### src/rtl/rx_frame_writer_if.sv
// MAC receive stream and RX buffer write port seen by rx_frame_writer.
`ifndef BF
`define BF 8
`endif

interface rx_frame_writer_if;
  logic [63:0]  rx_data;
  logic [7:0]   rx_data_valid;
  logic         rx_good_frame;
  logic         rx_bad_frame;
  logic         wr_en;
  logic [`BF:0] wr_addr;
  logic [63:0]  wr_data;

  modport master (output rx_data, rx_data_valid, rx_good_frame, rx_bad_frame,
                  input  wr_en, wr_addr, wr_data);
  modport slave  (input  rx_data, rx_data_valid, rx_good_frame, rx_bad_frame,
                  output wr_en, wr_addr, wr_data);
endinterface

### src/rtl/rx_frame_writer.sv
// Writes MAC frames into the RX buffer as a length header plus payload qwords,
// committing good frames and rolling back bad or overflowing ones.
`ifndef BF
`define BF 8
`endif

module rx_frame_writer (
  input  logic             clk156,
  input  logic             reset_n,
  rx_frame_writer_if.slave bus,
  input  logic [`BF+1:0]   commited_rd_address,
  output logic [`BF+1:0]   commited_wr_address,
  output logic [31:0]      dropped_frames
);
  localparam int PW = `BF + 2;
  localparam logic [PW-1:0] ONE = {{(PW-1){1'b0}}, 1'b1};
  localparam logic [PW-1:0] CAP = {1'b0, {(PW-1){1'b1}}};

  localparam logic [1:0] IDLE   = 2'd0;
  localparam logic [1:0] RECV   = 2'd1;
  localparam logic [1:0] COMMIT = 2'd2;
  localparam logic [1:0] DROP   = 2'd3;

  logic [1:0]    state;
  logic [PW-1:0] cur;
  logic [PW-1:0] rd_p0;
  logic [15:0]   len;
  logic [PW-1:0] start_ptr;
  logic [PW-1:0] land;
  logic [3:0]    beat_bytes;
  logic          beat;
  logic          fit;

  function automatic logic [3:0] popcount8(input logic [7:0] v);
    logic [3:0] n;
    n = '0;
    for (int i = 0; i < 8; i++) n = n + {3'b000, v[i]};
    return n;
  endfunction

  // Occupancy after a write at 'at' (header slot included) must stay within D-1.
  function automatic logic fits(input logic [PW-1:0] at, input logic [PW-1:0] rd);
    logic [PW-1:0] fill;
    fill = at + ONE - rd;
    return fill <= CAP;
  endfunction

  function automatic logic [31:0] sat_inc(input logic [31:0] v);
    return (&v) ? v : v + 32'd1;
  endfunction

  // A frame starting in the COMMIT cycle begins at the pointer being committed.
  always_comb begin
    beat       = |bus.rx_data_valid;
    beat_bytes = popcount8(bus.rx_data_valid);
    start_ptr  = (state == COMMIT) ? cur : commited_wr_address;
    land       = (state == RECV) ? cur : start_ptr + ONE;
    fit        = fits(land, rd_p0);
  end

  always_ff @(posedge clk156 or negedge reset_n) begin
    if (!reset_n) begin
      state               <= IDLE;
      cur                 <= '0;
      rd_p0               <= '0;
      len                 <= '0;
      bus.wr_en           <= 1'b0;
      bus.wr_addr         <= '0;
      bus.wr_data         <= '0;
      commited_wr_address <= '0;
      dropped_frames      <= '0;
    end else begin
      bus.wr_en <= 1'b0;
      rd_p0     <= commited_rd_address;
      case (state)
        IDLE, COMMIT: begin
          if (state == COMMIT) commited_wr_address <= cur;
          if (beat) begin
            len <= {12'h000, beat_bytes};
            if (fit) begin
              bus.wr_en   <= 1'b1;
              bus.wr_addr <= land[`BF:0];
              bus.wr_data <= bus.rx_data;
              cur         <= land + ONE;
              state       <= RECV;
            end else begin
              state <= DROP;
            end
          end else begin
            state <= IDLE;
          end
        end
        RECV: begin
          if (bus.rx_good_frame) begin
            bus.wr_en   <= 1'b1;
            bus.wr_addr <= commited_wr_address[`BF:0];
            bus.wr_data <= {48'h0, len};
            state       <= COMMIT;
          end else if (bus.rx_bad_frame) begin
            cur   <= commited_wr_address;
            state <= IDLE;
          end else if (beat) begin
            if (fit) begin
              bus.wr_en   <= 1'b1;
              bus.wr_addr <= cur[`BF:0];
              bus.wr_data <= bus.rx_data;
              cur         <= cur + ONE;
              len         <= len + {12'h000, beat_bytes};
            end else begin
              state <= DROP;
            end
          end
        end
        default: begin
          if (bus.rx_good_frame || bus.rx_bad_frame) begin
            cur            <= commited_wr_address;
            dropped_frames <= sat_inc(dropped_frames);
            state          <= IDLE;
          end
        end
      endcase
    end
  end
endmodule

### src/flat_wrapper.sv
// flat-port wrapper written by rule: the top's interface ports become plain ports
module rx_frame_writer_flat 
  (clk156, reset_n, commited_rd_address, commited_wr_address, dropped_frames, bus_rx_data, bus_rx_data_valid, bus_rx_good_frame, bus_rx_bad_frame, bus_wr_en, bus_wr_addr, bus_wr_data);
  rx_frame_writer_if bus_i ();
  input  logic clk156;
  input  logic reset_n;
  input  logic [`BF+1:0] commited_rd_address;
  output logic [`BF+1:0] commited_wr_address;
  output logic [31:0] dropped_frames;
  input wire logic [$bits(bus_i.rx_data)-1:0] bus_rx_data;
  input wire logic [$bits(bus_i.rx_data_valid)-1:0] bus_rx_data_valid;
  input wire logic [$bits(bus_i.rx_good_frame)-1:0] bus_rx_good_frame;
  input wire logic [$bits(bus_i.rx_bad_frame)-1:0] bus_rx_bad_frame;
  output wire logic [$bits(bus_i.wr_en)-1:0] bus_wr_en;
  output wire logic [$bits(bus_i.wr_addr)-1:0] bus_wr_addr;
  output wire logic [$bits(bus_i.wr_data)-1:0] bus_wr_data;
  assign bus_i.rx_data = bus_rx_data;
  assign bus_i.rx_data_valid = bus_rx_data_valid;
  assign bus_i.rx_good_frame = bus_rx_good_frame;
  assign bus_i.rx_bad_frame = bus_rx_bad_frame;
  assign bus_wr_en = bus_i.wr_en;
  assign bus_wr_addr = bus_i.wr_addr;
  assign bus_wr_data = bus_i.wr_data;
  rx_frame_writer u_core (.clk156(clk156), .reset_n(reset_n), .bus(bus_i), .commited_rd_address(commited_rd_address), .commited_wr_address(commited_wr_address), .dropped_frames(dropped_frames));
endmodule
### config.mk
export PLATFORM = sky130hd
export DESIGN_NAME = rx_frame_writer_flat
export DESIGN_NICKNAME = d
export VERILOG_FILES = /design/src/rtl/rx_frame_writer_if.sv /design/src/rtl/rx_frame_writer.sv /design/src/flat_wrapper.sv
export SDC_FILE = /design/constraint.sdc
export NUM_CORES = 1
export LEC_CHECK = 0
export CAP_MARGIN = 10
export CORE_MARGIN = 2
export CORE_UTILIZATION = 50
export CTS_CLUSTER_DIAMETER = 40
export DETAILED_ROUTE_END_ITERATION = 10
export PLACE_DENSITY = 0.9
export SKIP_LAST_GASP = 1
export SYNTH_ARGS = -nofsm -noshare
export SYNTH_HDL_FRONTEND = slang
export SYNTH_SLANG_ARGS = --single-unit
### constraint.sdc
create_clock -name clk156 -period 10.6 [get_ports clk156]
set_input_delay 1.59 -clock clk156 [delete_from_list [all_inputs] [get_ports clk156]]
set_output_delay 1.59 -clock clk156 [all_outputs]
set_load 0.05 [all_outputs]
Yosys cells after proc, flatten, opt, wreduce, memory -nomap -nowiden
Index checks and enable logic that the tools add are counted.
{ "word_totals": {"in_bits": 86, "register_bits": 154, "out_inout_bits": 116, "wordCells": 95} }
{ "op_classes": {"n_mux": 41, "magnitude_cmp": 1, "n_bitwise": 2, "reduce_logical": 14, "eq_ne": 15, "add_sub_neg": 13} }
{ "ops": {"columns": ["op", "count"], "rows": [
  ["2-to-1 mux 64 bit", 4],
  ["case mux 64 bit (2 select lines)", 1],
  ["2-to-1 mux 10 bit", 9],
  ["2-to-1 mux 16 bit", 5],
  ["2-to-1 mux 9 bit", 6],
  ["adder 32 x 1 -> 32 bit, second input constant", 1],
  ["case mux 16 bit (2 select lines)", 1],
  ["AND reduction 32 bit", 1],
  ["adder 10 x 1 -> 10 bit, second input constant", 3],
  ["adder 4 x 1 -> 4 bit", 6],
  ["case mux 10 bit (2 select lines)", 1],
  ["case mux 9 bit (2 select lines)", 1],
  ["AND reduction 6 bit", 3],
  ["adder 16 x 4 -> 16 bit", 1],
  ["2-to-1 mux 2 bit", 7],
  ["inequality test 3 x 2 -> 1 bit, second input constant", 4],
  ["less-or-equal comparator 10 x 9 -> 1 bit, second input constant", 1],
  ["subtractor 10 bit", 1],
  ["inequality test 2 x 1 -> 1 bit, second input constant", 4],
  ["OR reduction 8 bit", 1],
  ["AND reduction 3 bit", 2],
  ["2-to-1 mux 1 bit", 4],
  ["inequality test 2 bit, second input constant", 2],
  ["inequality test 4 x 3 -> 1 bit, second input constant", 1],
  ["other kinds (15)", 16]
]} }

Depth between registers and ports, before layout
{ "depth": {"word_depth": 13, "ltp_mapped": 22, "ltp_nobuf": 18} }

Worst setup path before layout
OpenSTA, ideal clock, no wires.
{ "synth_path": {"path_kind": "in2reg", "start": "input bus_rx_data_valid[0]", "end": "register u_core.len[7]", "t_arrival_ns": 5.589, "setup_time_ns": 0.128, "slack_ns": 4.883, "required_ns": 10.472, "stages": 17, "path_buffers": 0, "path_cell_list": "inv_1 > ha_1 > inv_1 > fa_1 > fa_1 > fa_1 > fa_1 > inv_1 > ha_1 > a21o_1 > a21oi_1 > o21bai_1 > and2_1 > or3b_2 > mux2i_1 > o21ai_0 > mux2i_1"} }
{ "synth_via": {"elab_chain_cells": 13, "elab_cells_between_ends": 17, "classes_between": "8 x add/sub; 2 x eq/ne; 5 x mux; 2 x reduce/logical"} }
{ "synth_lines": {"columns": ["item", "line_no", "source"], "rows": [
  ["start, declared", "flat_wrapper.sv:11", "input wire logic [$bits(bus_i.rx_data_valid)-1:0] bus_rx_data_valid;"],
  ["adder 1 x 1 -> 2 bit", "rx_frame_writer.sv:37", "for (int i = 0; i < 8; i++) n = n + {3'b000, v[i]};"],
  ["adder 4 x 1 -> 4 bit (6 in a row)", "rx_frame_writer.sv:37", null],
  ["adder 16 x 4 -> 16 bit", "rx_frame_writer.sv:108", "len <= len + {12'h000, beat_bytes};"],
  ["2-to-1 mux 16 bit", "rx_frame_writer.sv:103", "if (fit) begin"],
  ["2-to-1 mux 16 bit", "rx_frame_writer.sv:102", "end else if (beat) begin"],
  ["2-to-1 mux 16 bit", "rx_frame_writer.sv:99", "end else if (bus.rx_bad_frame) begin"],
  ["2-to-1 mux 16 bit", "rx_frame_writer.sv:94", "if (bus.rx_good_frame) begin"],
  ["case mux 16 bit (2 select lines)", "rx_frame_writer.sv:75", "case (state)"],
  ["end signal, assigned", "rx_frame_writer.sv:79", "len <= {12'h000, beat_bytes};"],
  ["end signal, assigned", "rx_frame_writer.sv:108", null],
  ["end, declared", "rx_frame_writer.sv:27", "logic [15:0] len;"]
]} }
Several ways; a longest one is shown, not always the timed one. The select of a mux whose other input is x is not followed.
A chain may end at the register's enable or synchronous reset.

Final worst setup path
{ "layout_path": {"start": "register u_core.state[0]", "end": "register u_core.bus.wr_addr[0]"} }
{ "layout_via": {"elab_chain_cells": 9, "elab_cells_between_ends": 20, "classes_between": "3 x add/sub; 1 x order compare; 7 x eq/ne; 5 x mux; 4 x reduce/logical"} }
{ "layout_lines": {"columns": ["item", "line_no", "source"], "rows": [
  ["start, declared", "rx_frame_writer.sv:24", "logic [1:0] state;"],
  ["start signal, assigned", "rx_frame_writer.sv:63", "state <= IDLE;"],
  ["start signal, assigned", "rx_frame_writer.sv:85", "state <= RECV;"],
  ["start signal, assigned", "rx_frame_writer.sv:87", "state <= DROP;"],
  ["== test 2 bit", "rx_frame_writer.sv:56, rx_frame_writer.sv:75", null],
  ["2-to-1 mux 10 bit", "rx_frame_writer.sv:56", "start_ptr = (state == COMMIT) ? cur : commited_wr_address;"],
  ["adder 10 x 1 -> 10 bit", "rx_frame_writer.sv:57", "land = (state == RECV) ? cur : start_ptr + ONE;"],
  ["2-to-1 mux 10 bit", "rx_frame_writer.sv:57", null],
  ["adder 10 x 1 -> 10 bit", "rx_frame_writer.sv:44", "fill = at + ONE - rd;"],
  ["subtractor 10 bit", "rx_frame_writer.sv:44", null],
  ["less-or-equal comparator 10 x 9 -> 1 bit", "rx_frame_writer.sv:45", "return fill <= CAP;"],
  ["inequality test 3 x 2 -> 1 bit (no line) or inequality test 2 x 1 -> 1 bit (tied branches)", null, null],
  ["AND reduction 6 bit (no line)", null, null],
  ["end signal, assigned", "rx_frame_writer.sv:82", "bus.wr_addr <= land[`BF:0];"],
  ["end signal, assigned", "rx_frame_writer.sv:96", "bus.wr_addr <= commited_wr_address[`BF:0];"],
  ["end signal, assigned", "rx_frame_writer.sv:105", "bus.wr_addr <= cur[`BF:0];"],
  ["end, declared", "rx_frame_writer_if.sv:18", "output wr_en, wr_addr, wr_data);"]
]} }
Several ways; a longest one is shown, not always the timed one. The select of a mux whose other input is x is not followed.

==> results.sh <==
export IMPL_period_minus_slack_ns=6.938
export IMPL_worstPathRequired_ns=10.91
export IMPL_clk_pin_slew_worst_paths_ns=0.06
export IMPL_antenna_violating_nets_post_route=0
export IMPL_synth_area_top_cells="sky130_fd_sc_hd__dfrtp_1 47%, sky130_fd_sc_hd__a22o_1 5.1%, sky130_fd_sc_hd__xnor2_1 4.5%"
export IMPL_startpoint_type="flop"
export IMPL_criticalPathCategory="reg2reg"
export IMPL_post_route_cells_drive_above_1_share_pct=9.489
export IMPL_area_enclosed_by_the_die_boundary_sq_um=17540
export IMPL_critPathCaptureType="flop"
export IMPL_io_buffers=201
export IMPL_placementRows=46
export IMPL_cts_root_to_sink_buffers=2
export IMPL_netlist_top_cell_by_area="sky130_fd_sc_hd__dfrtp_1"
export IMPL_tritoncts="built"
export IMPL_clock_sink_count=154
export IMPL_synthArstFlopShare_pct=100.0
export IMPL_slew_headroom_pct=33.22
export IMPL_synth_yosys_seq_area_share_pct=46.73
export IMPL_number_of_antenna_violations_at_the_first_check_in_global_routing=0
export IMPL_critPathSlowestCell="sky130_fd_sc_hd__dfrtp_1"
export IMPL_post_route_drc_count=0
export IMPL_grt_max_degree=88
export IMPL_fillers=1200
export IMPL_syn_instance_count=769
export IMPL_avgRoutedWirePerCell_um=19.09
export IMPL_initial_utilization_pct=51.54
export IMPL_yosys_register_bits=154
export IMPL_setup_viol=0
export IMPL_grt_setup_unrepaired="no"
export IMPL_dp_worst_setup_slack_ns=3.812
export IMPL_synth_fp_nets=880
export IMPL_die_height_um=132.4
export IMPL_fin_worst_skew_ns=0.009499
export IMPL_vdd_drop_max_uv=205.2
export IMPL_min_path_type="reg2reg"
export IMPL_synth_avg_cell_area_sq_um=10.72
export IMPL_yosysWarningCount=0
export IMPL_core_area_sq_um=16000
export IMPL_area_growth_pct=31.72
export IMPL_clock_fmax_mhz=144.1
export IMPL_gp_congestion=0.8628
export IMPL_post_cts_resized=0
export IMPL_root_buffer="sky130_fd_sc_hd__clkbuf_16"
export IMPL_die_width_um=132.4
export IMPL_cts_repair_timing_setup_buffer_count=0
export IMPL_crit_arrival_ns=7.25
export IMPL_run_status="complete, no violations"
export IMPL_detailroute_via_count=6826
export IMPL_timing_setup_tns_ns=0
export IMPL_finalMaxSlewViolations=0
export IMPL_netlist_area_sq_um=8247
export IMPL_total_leakage_power_nw=4.721
export IMPL_detail_route_iter0_violations=685
export IMPL_postSynth_topFlopCell="sky130_fd_sc_hd__dfrtp_1"
export IMPL_critical_path_max_stage_delay_ns=0.97
export IMPL_global_route_overflow_total=0
export IMPL_finalHoldViolCount=0
export IMPL_drt_pass1_iterations=5
export IMPL_worst_skew_pair_late_latency_ns=0.43
export IMPL_max_cap_viol_count=0
export IMPL_totalWireLength_um=22430
export IMPL_nets=1057
export IMPL_cts_hold_buf=0
export IMPL_synth_top_area_share_pct=46.73
export IMPL_worst_hold_slack_ns=0.4902
export IMPL_yosysUniqueCellTypes=78
export IMPL_fin_crit_sh_pct=65.46
export IMPL_critical_path_max_fanout=54
export IMPL_numCtsBuffers=17
export IMPL_layout_setup_ws_ns=3.662
export IMPL_clock_tree_htree_level_count=4
export IMPL_hpwl_um=16170
export IMPL_synth_edff_count=0
export IMPL_grt_first_pass_wirelength_um=35940
export IMPL_number_of_global_route_vias_before_repair=6614
export IMPL_design_portCount=202
export IMPL_grt_usage_pct=25.74
export IMPL_num_antenna_cells=0
export IMPL_crit_path_cell_trace="nand2b_1, buf_4, o21ai_0, xnor2_1, o21ai_0, ha_1, or3b_2, nor2_1, xor2_1, ha_1, a21oi_1, a21oi_1, a221o_1, xor2_1, xnor3_2, a21oi_4, buf_4, inv_2, mux2_1"
export IMPL_worst_slew_pin_slew_ns=1.002
export IMPL_power_density_nw_per_um2=362.0
export IMPL_vias_per_cell=5.809
[synth_stat cells (16+ instances only)]
cell	n
sky130_fd_sc_hd__nand2_1	51
sky130_fd_sc_hd__a22o_1	48
sky130_fd_sc_hd__mux2_2	17
sky130_fd_sc_hd__a21oi_1	31
sky130_fd_sc_hd__nor2_1	30
sky130_fd_sc_hd__clkbuf_1	27
sky130_fd_sc_hd__xnor2_1	42
sky130_fd_sc_hd__mux2i_1	16
sky130_fd_sc_hd__dfrtp_1	154
sky130_fd_sc_hd__xor2_1	16
sky130_fd_sc_hd__nand3_1	29
sky130_fd_sc_hd__o21ai_0	26
sky130_fd_sc_hd__ha_1	20
sky130_fd_sc_hd__inv_1	51
[flip-flops by register name (all words and copies together), names as in the netlist]
name and count:
u_core.bus.wr_en 1, u_core.bus.wr_addr 9, u_core.state 2, u_core.rd_p0 10, u_core.commited_wr_address 10, u_core.len 16
u_core.cur 10, u_core.bus.wr_data 64, u_core.dropped_frames 32
[worst paths after layout]
| kind | start | to | slack (ns) | depth (start not counted) |
|---|---|---|---|---|
| setup / recovery | u_core.state[0]$_DFFE_PN0P_ | u_core.bus.wr_addr[0]$_DFFE_PN0P_ | 3.66 | 19 |
| hold / removal | u_core.bus.wr_addr[3]$_DFFE_PN0P_ | u_core.bus.wr_addr[3]$_DFFE_PN0P_ | 0.49 | 1 |
| setup reg to reg | u_core.state[0]$_DFFE_PN0P_ | u_core.bus.wr_addr[0]$_DFFE_PN0P_ | 3.66 | 19 |
| hold reg to reg | u_core.bus.wr_addr[3]$_DFFE_PN0P_ | u_core.bus.wr_addr[3]$_DFFE_PN0P_ | 0.49 | 1 |
| max in group asynchronous | reset_n | u_core.dropped_frames[23]$_DFFE_PN0P_ | 8.06 | 2 |
| min in group asynchronous | reset_n | u_core.len[2]$_DFFE_PN0P_ | 1.24 | 1 |
[area by class of cell]
| cell class | instances | area, sq um | area share, % |
|---|---|---|---|
| well taps | 216 | 270.3 | 2.488 |
| inverters | 53 | 198.9 | 1.831 |
| clock buffers | 19 | 452.9 | 4.170 |
| flip-flops and latches | 154 | 3854 | 35.48 |
| repair buffers | 207 | 2058 | 18.95 |
| clock inverters | 13 | 108.9 | 1.002 |
| multi-input cells | 513 | 3920 | 36.09 |
[stage by stage]
step / area [sq um] / total power, mW / cells / util (%)
6_report: 10860 / 3.932 / 1175 / 67.89
5_1_grt: 10860 / 4.146 / 1175 / 67.89
4_1_cts: 10860 / 3.928 / 1175 / 67.89
3_5_place_dp: 10300 / 3.338 / 1143 / 64.38
3_3_place_gp: 10300 / 3.286 / 1143 / 64.38
2_1_floorplan: 8247 / 2.744 / 769 / -
[worst max-delay path: cells and delay by family (launching register included)]
family | cells | cell delay [ns]
xor+xnor | 4 | 1.61
fa+ha+maj | 2 | 0.52
flops | 1 | 0.97
mux | 1 | 0.40
compound gates | 6 | 1.28
simple gates | 3 | 0.85
buf+inv | 3 | 1.14
[per-layer routing]
| metal | GRT usage (%) | routed length, um | vias up |
|---|---|---|---|
| met3 | 4.751 | 1460 | 42 |
| met2 | 41.28 | 10870 | 302 |
| li1 | - | - | 3125 |
| met1 | 35.64 | 9620 | 3357 |
| met5 | 0 | 0 | - |
| met4 | 8.244 | 478 | 0 |
[kinds of logic after synthesis]
family | Yosys count | synth area share, %
fa+ha+maj | 26 | 4.370
mux | 46 | 6.327
buf+inv | 102 | 5.750
xor+xnor | 60 | 6.721
compound gates | 181 | 16.99
flops | 154 | 46.73
simple gates | 200 | 13.11
[cell usage in the layout (no fill, tap or decap), types with 6 or more instances in the layout]
master                            synthesis  final
sky130_fd_sc_hd__a21oi_1                 31     31
sky130_fd_sc_hd__a22o_1                  48     48
sky130_fd_sc_hd__and2_1                   9      9
sky130_fd_sc_hd__and3_1                  13     12
sky130_fd_sc_hd__buf_4                    6      6
sky130_fd_sc_hd__clkbuf_16                0     17
sky130_fd_sc_hd__clkdlybuf4s50_1          0    200
sky130_fd_sc_hd__dfrtp_1                154    154
sky130_fd_sc_hd__ha_1                    20     20
sky130_fd_sc_hd__inv_1                   51     51
sky130_fd_sc_hd__mux2_1                   8      8
sky130_fd_sc_hd__mux2_2                  17     17
sky130_fd_sc_hd__mux2i_1                 16     16
sky130_fd_sc_hd__nand2_1                 51     51
sky130_fd_sc_hd__nand2b_1                 6      6
sky130_fd_sc_hd__nand3_1                 29     29
sky130_fd_sc_hd__nand4_1                  8      8
sky130_fd_sc_hd__nor2_1                  30     30
sky130_fd_sc_hd__nor2b_1                  7      7
sky130_fd_sc_hd__nor3_1                   6      6
sky130_fd_sc_hd__nor4_1                   6      6
sky130_fd_sc_hd__o211ai_1                14     14
sky130_fd_sc_hd__o21ai_0                 26     26
sky130_fd_sc_hd__o221a_2                 11     11
sky130_fd_sc_hd__o31ai_1                  8      8
sky130_fd_sc_hd__or3_1                   11     11
sky130_fd_sc_hd__xnor2_1                 42     42
sky130_fd_sc_hd__xor2_1                  16     16
[power by group]
group	switching, mW	internal, mW
Clock	0.261	0.318
Combinational	1.45	0.905
Sequential	0.203	0.797
No activity file was read; power rests on OpenSTA's default activity.
